===== src/rtl/hog_pkg.sv =====
// -----------------------------------------------------------------------------
// hog_pkg
// Shared constants and types for the HOG descriptor buffer and its readers /
// writers. The descriptor is a fixed-length vector of 3780 32-bit bins built
// from 36-bin blocks.
// -----------------------------------------------------------------------------
package hog_pkg;

   localparam int N_FEAT  = 3780;
   localparam int BLK_LEN = 36;
   localparam int DATA_W  = 32;
   localparam int ADDR_W  = 12;

   // Read-side sequencer states
   typedef enum logic [1:0] {
      IDLE   = 2'd0,
      STREAM = 2'd1,
      DRAIN  = 2'd2
   } hogState_t;

endpackage


===== src/rtl/hog_buffer_reader.sv =====
// -----------------------------------------------------------------------------
// hog_buffer_reader
// Sweeps the HOG descriptor buffer from address 0 to N_FEAT-1 once the buffer
// signals a complete descriptor, and streams each bin with its feature index
// to the SVM dot-product unit over a valid/ready handshake.
//
// Ports
//   iClk    clock
//   iRst    synchronous active-high reset
//   iStart  descriptor-complete level; a rising edge starts a sweep
//   oADDR   buffer read address (combinational read port on the buffer)
//   iValue  buffer read data for oADDR, same cycle
//   oData   streamed bin value
//   oIdx    feature index of oData (SVM weight ROM address)
//   oValid  oData/oIdx/oLast valid
//   iReady  SVM accepts the presented word this cycle
//   oLast   presented word is the final feature
//   oBusy   sweep in progress
//   oDone   one-cycle pulse after the final word is accepted
//   oErr    sticky flag: start edge seen while a sweep was running
// -----------------------------------------------------------------------------
module hog_buffer_reader
   import hog_pkg::*;
#(
   parameter int N_FEAT = hog_pkg::N_FEAT,
   parameter int DATA_W = hog_pkg::DATA_W,
   parameter int ADDR_W = hog_pkg::ADDR_W
) (
   input  logic              iClk,
   input  logic              iRst,
   input  logic              iStart,
   output logic [ADDR_W-1:0] oADDR,
   input  logic [DATA_W-1:0] iValue,
   output logic [DATA_W-1:0] oData,
   output logic [ADDR_W-1:0] oIdx,
   output logic              oValid,
   input  logic              iReady,
   output logic              oLast,
   output logic              oBusy,
   output logic              oDone,
   output logic              oErr
);

   // One extra bit of headroom on the pointer so the last-index compare
   // uses the full constant without any truncation surprises.
   localparam logic [ADDR_W:0] LAST_PTR = (ADDR_W+1)'(N_FEAT - 1);

   hogState_t         state;
   hogState_t         stateNext;
   logic [ADDR_W:0]   rdPtr;
   logic              startQ;
   logic              startEdge;
   logic              load;
   logic              loadLast;
   logic              handshake;

   assign startEdge = iStart & ~startQ;
   assign handshake = oValid & iReady;
   // The output register refills whenever it is empty or being drained this
   // cycle, which gives one word per cycle with no bubble under iReady=1.
   assign load      = (state == STREAM) && (!oValid || iReady);
   assign loadLast  = load && (rdPtr == LAST_PTR);

   assign oADDR = rdPtr[ADDR_W-1:0];
   assign oBusy = (state != IDLE);

   // State register
   always_ff @(posedge iClk) begin
      if (iRst) begin
         state <= IDLE;
      end else begin
         state <= stateNext;
      end
   end

   // Next-state logic: STREAM ends on loading the final word, DRAIN ends
   // when that final word is accepted downstream.
   always_comb begin
      stateNext = state;
      case (state)
         IDLE:    if (startEdge)            stateNext = STREAM;
         STREAM:  if (loadLast)             stateNext = DRAIN;
         DRAIN:   if (handshake && oLast)   stateNext = IDLE;
         default:                           stateNext = IDLE;
      endcase
   end

   // Datapath: edge history, read pointer, output register and status flags.
   // The pointer parks on the last index instead of stepping past it, and is
   // returned to 0 when the sweep completes so oADDR idles at 0.
   always_ff @(posedge iClk) begin
      if (iRst) begin
         startQ <= 1'b0;
         rdPtr  <= '0;
         oData  <= '0;
         oIdx   <= '0;
         oValid <= 1'b0;
         oLast  <= 1'b0;
         oDone  <= 1'b0;
         oErr   <= 1'b0;
      end else begin
         startQ <= iStart;
         oDone  <= 1'b0;

         if (startEdge && (state != IDLE)) begin
            oErr <= 1'b1;
         end

         case (state)
            IDLE: begin
               if (startEdge) begin
                  rdPtr <= '0;
               end
            end
            STREAM: begin
               if (load) begin
                  oData  <= iValue;
                  oIdx   <= rdPtr[ADDR_W-1:0];
                  oValid <= 1'b1;
                  oLast  <= (rdPtr == LAST_PTR);
                  if (rdPtr != LAST_PTR) begin
                     rdPtr <= rdPtr + 1'b1;
                  end
               end
            end
            DRAIN: begin
               if (handshake && oLast) begin
                  oValid <= 1'b0;
                  oLast  <= 1'b0;
                  oDone  <= 1'b1;
                  rdPtr  <= '0;
               end
            end
            default: begin
               oValid <= 1'b0;
               oLast  <= 1'b0;
            end
         endcase
      end
   end

endmodule


===== config.mk =====
export PLATFORM = sky130hd
export DESIGN_NAME = hog_buffer_reader
export DESIGN_NICKNAME = d
export VERILOG_FILES = /design/src/rtl/hog_pkg.sv /design/src/rtl/hog_buffer_reader.sv
export SDC_FILE = /design/constraint.sdc
export NUM_CORES = 1
export LEC_CHECK = 0
export CORE_MARGIN = 2
export CORE_UTILIZATION = 38
export DETAILED_ROUTE_END_ITERATION = 7
export GPL_ROUTABILITY_DRIVEN = 0
export GPL_TIMING_DRIVEN = 0
export PLACE_DENSITY = 0.83
export SETUP_SLACK_MARGIN = 0.1
export SLEW_MARGIN = 20
export SYNTH_ARGS = -nofsm -noshare
export SYNTH_HDL_FRONTEND = slang
export SYNTH_SLANG_ARGS = --single-unit

===== constraint.sdc =====
create_clock -name iClk -period 1.9 [get_ports iClk]
set_input_delay 0.38 -clock iClk [delete_from_list [all_inputs] [get_ports iClk]]
set_output_delay 0.38 -clock iClk [all_outputs]
set_load 0.05 [all_outputs]

* After elaboration in Yosys (flattened, before gate mapping)
Cells that the tools add are included.
Storage, ports and cells: register bits 64, logic and storage cells 53
Operators by class: reduce and logical (&&, ||, !) cells 14, bitwise gates (word level) 5, $add $sub $neg 1, multiplexer cells 15, equal/unequal tests 9
Operator list (count):
- $mux 13 | 4
- $pmux 13 s3 | 1
- $add 13x1->13 const B | 1
- $eq 13x12->1 const B | 1
- $ne 13x12->1 const B | 1
- $ne 2x2->1 const B | 4
- $mux 2 | 3
- $pmux 1 s3 | 2
- $pmux 2 s3 | 1
- $reduce_and 3->1 | 2
- $reduce_and 5->1 | 1
- $logic_and 1x1->1 | 4
- $mux 1 | 4
- $not 1->1 | 3
- $reduce_bool 3->1 | 1
- $and 1x1->1 | 2
- $eq 2x1->1 const B | 1
- $eq 2x2->1 const B | 1
- $logic_not 2->1 | 1
- $ne 2x1->1 const B | 1
- $reduce_and 2->1 | 1
- $reduce_bool 2->1 | 1
- $reduce_or 2->1 | 1
- $logic_not 1->1 | 1
- $logic_or 1x1->1 | 1

* Depth between registers and ports, before layout
word-level depth 6, depth in mapped cells 8, depth with buffers taken out 6

* Worst setup path before layout
Ideal clock, no wire load.
path type register -> register, start register oValid, end register rdPtr[5], setup slack 0.014 ns, clock period less this slack 1.886 ns, path buffers 0, data arrival time 1.816 ns, stages on the path, launching flop included 6, cells stage by stage dfxtp_1 -> nand3_1 -> nor2_2 -> o32ai_4 -> or4_1 -> a21oi_1
On the way: cells in the longest elaborated chain, start to end 5, elaborated cells on any way between the ends 8, those cells by class 2 x eq/ne; 1 x bitwise; 5 x reduce/logical
RTL lines:
- from (decl) | RTL line hog_buffer_reader.sv:36 | output logic oValid,
- from (signal assigned) | RTL line hog_buffer_reader.sv:97 | oValid <= 1'b0;
- from (signal assigned) | RTL line hog_buffer_reader.sv:119 | oValid <= 1'b1;
- from (signal assigned) | RTL line hog_buffer_reader.sv:128 | oValid <= 1'b0;
- $logic_not 1->1 | RTL line hog_buffer_reader.sv:61 | assign load = (state == STREAM) && (!oValid || iReady);
- $logic_or 1x1->1 | RTL line hog_buffer_reader.sv:61
- $logic_and 1x1->1 | RTL line hog_buffer_reader.sv:61
- $ne 2x2->1 (no source line)
- $reduce_and 5->1 (no source line) *
- to (signal assigned) | RTL line hog_buffer_reader.sv:122 | rdPtr <= rdPtr + 1'b1;
- to (decl) | RTL line hog_buffer_reader.sv:50 | logic [ADDR_W:0] rdPtr;
Mark *: on every way between the ends. The rest lies on a longest branch, timed or not. A chain may end at the register's enable or synchronous reset.

* Worst setup path in the final report
start register state[1], end output port oBusy
On the way: cells in the longest elaborated chain, start to end 1
RTL lines:
- from (decl) | RTL line hog_buffer_reader.sv:48 | hogState_t state;
- from (signal assigned) | RTL line hog_buffer_reader.sv:72 | state <= stateNext;
- $reduce_bool 2->1 | RTL line hog_buffer_reader.sv:65 | assign oBusy = (state != IDLE);
- to (decl) | RTL line hog_buffer_reader.sv:39 | output logic oBusy,
No other way between the ends.

==> flow_metrics.py <==
metrics = {
    "timing": {
        "worst_pin_slew_ps": 554.7,
        "relSlewSlack": 0.6302,
        "holdWs_ps": 452.3,
        "fin_crit_sh": 0.9400,
        "drv_slew": 0,
        "setup_ws_ps": 113.9,
        "fmax_ghz": 0.5599,
        "hold_viol_final": 0,
        "fin_crit_ps": 1786,
        "setup-tns-final_ps": 0,
        "setup_viol": 0,
        "rsz0062_at_grt": "yes",
        "finClkSkew_ps": 5.469,
    },
    "drt": {
        "viasPerCell": 4.923,
        "drc": 0,
        "ant_nets": 0,
        "drt_iter0_drc": 240,
        "vias": 2737,
        "drt-total-wl_um": 7308,
        "wl_per_cell_um": 13.14,
        "drt_first_pass_iters": 4,
    },
    "synthesis": {
        "yosys.area.top_type": "dfxtp_1",
        "synth_area_mm2": 0.002680,
        "ys_types": 43,
        "syn_avg_cell_area_um2": 7.883,
        "synth_most_common_cell": "nand2_1",
        "synthTopCellsByArea": "dfxtp_1 (48%), nand2_1 (15%), a21oi_1 (11%)",
        "ys_seq_elements": 64,
        "ys_seq_area_frac": 0.4781,
        "synth_commonest_cells": "nand2_1 (104), dfxtp_1 (64), a21oi_1 (57)",
        "syn_inst": 340,
        "synthDominantCellAreaShare": 0.4781,
        "synth_fp_nets": 377,
        "synth_top_flop_cell": "dfxtp_1",
        "ys.warnings.count": 0,
        "synth_edf_count": 0,
        "synth-async-reset-ratio": 0,
    },
    "global_route": {
        "track_usage": 0.1852,
        "grt_first_pass_wirelength_um": 11100,
        "overflow": 0,
        "first_global_vias": 2385,
        "grt_antenna_before_repair": 0,
        "grt_max_degree": 11,
    },
    "cts": {
        "ctsHoldBuffers": 0,
        "cts_tree": "done",
        "clk_pin_slew_worst_paths_ps": 70,
        "clk_latency_ps": 340,
        "h-tree-depth": 3,
        "cts_sinks": 64,
        "clock-root-buffer": "clkbuf_8",
        "cts_inserted_buffers": 9,
        "cts_max_path_buffers": 2,
    },
    "placed_design": {
        "port_buffers": 95,
        "dpl_cell_area_mm2": 0.003756,
        "placed_cells": 531,
        "pre_cts_ws_ps": -375.6,
        "hpwlAfterDp_um": 5054,
    },
    "finish": {
        "layout.nets": 493,
        "final_cells": 556,
        "utilization": 0.5884,
        "design_area_mm2": 0.003998,
        "drive_gt1_frac": 0.1739,
        "area.growth.synth_to_final_pct": 49.16,
        "diodes": 0,
        "fillers": 640,
    },
    "critical_path": {
        "reg2reg_depth": 8,
        "worstPathArrival_ps": 1410,
        "worstPathRequired_ps": 1520,
        "rr_endpoint": "rdPtr[11]",
        "rr_startpoint": "state[1]",
        "critical_path_class": "flip-flop to primary output",
        "r2r_setup_slack_ps": 130,
        "cp-end-kind": "primary output",
        "startpoint_type": "flip-flop",
        "path_max_fanout": 5,
    },
    "floorplan": {
        "core_area_mm2": 0.006794,
        "floorplan.initialDensity": 0.3945,
        "die_x_um": 87.98,
        "die_area_mm2": 0.007740,
        "fp.dieH_um": 87.98,
        "io_pins": 97,
        "rows": 30,
    },
    "min_path": {
        "hold_depth": 2,
        "whs_endpoint": "oData[20]",
        "hp-class": "flip-flop to flip-flop",
        "hold_start": "oData[20]",
    },
    "power_and_ir_drop": {
        "power_mw": 2.953,
        "p_per_area_mw_per_mm2": 738.6,
        "irDropWorstVdd_uv": 450.2,
        "p_leak_nw": 1.698,
    },
    "run": {
        "cap_violations": 0,
    },
    "run_status": {
        "status": "completed",
    },
}
[registers in the layout, indices dropped and copies added (netlist names)]
name,count
oData,32
rdPtr,13
oIdx,12
state,2
oDone,1
oErr,1
oLast,1
oValid,1
startQ,1
[layout make-up]
class | instances | area (um2) | share of cell area
sequential | 64 | 1300 | 0.3252
multi-input combinational | 241 | 1256 | 0.3142
timing repair buffer | 105 | 954.7 | 0.2388
buffer | 34 | 209.0 | 0.05227
clock buffer | 11 | 131.4 | 0.03286
tap | 96 | 120.1 | 0.03005
clock inverter | 4 | 22.52 | 0.005634
inverter | 1 | 3.754 | 0.0009390
[kinds of logic after synthesis]
group                    after synthesis  share of synthesized area
AND/OR/NAND/NOR                      162                     0.2722
adder cells (fa/ha/maj)                1                   0.004668
AO/OA/AOI/OAI                         78                     0.1699
flip-flops                            64                     0.4781
buffers and inverters                 35                    0.07516
[routing by layer]
layer | vias up | global-route usage | part of all wire
met2 | 108 | 0.2810 | 0.46
met1 | 1235 | 0.2380 | 0.44
met4 | 0 | 0.09091 | 0.024
met3 | 21 | 0.05844 | 0.082
li1 | 1373 | - | -
met5 | - | 0 | 0
[cells in the final DEF, fill, tap and decap left out, types with 2 or more instances in the layout]
cell type	n
a21oi_1	56
a311oi_1	2
a31oi_1	4
and2_1	2
and3_1	3
buf_2	5
buf_4	23
buf_6	3
clkbuf_1	10
clkbuf_2	7
clkbuf_8	9
clkdlybuf4s15_1	2
clkdlybuf4s15_2	6
clkdlybuf4s50_1	33
clkinv_2	3
dfxtp_1	57
dfxtp_2	3
dfxtp_4	4
dlygate4sd2_1	50
nand2_1	104
nand2b_4	2
nand3_1	7
nand3b_1	2
nor2_1	14
nor2_2	2
nor2b_1	2
nor3_1	6
nor4_1	2
o21ai_0	6
o2bb2ai_1	2
or2_4	2
or2b_1	2
[power breakdown]
part	total (mW)	internal, mW	switching, mW
Sequential	1.42	1.39	0.0310
Clock	0.967	0.459	0.507
Combinational	0.567	0.206	0.361
[worst max-delay path, cell delays in order, from the launching register on]
cell	delay (ps)
dfxtp_4	360
buf_4	140
or2_4	230
clkdlybuf4s15_2	330
[repair_timing]
item | 4_1_cts | 5_1_grt
setup buffers | 2 | 8
resized for setup | 90 | 20
setup endpoints to repair | 102 | 17
hold endpoints to repair | 0 | 0
pin swaps | 2 | 5
[worst max-delay path by stage]
stage	from	end	slack (ps)
2_1_floorplan	rdPtr[0]	rdPtr[5]	140
3_3_place_gp	iReady	rdPtr[5]	-320
3_5_place_dp	iReady	oData[12]	-380
4_1_cts	rdPtr[0]	rdPtr[5]	60
5_1_grt	rdPtr[1]	rdPtr[5]	60
6_report	state[1]	oBusy	110
No activity file was read; power rests on OpenSTA's default activity.
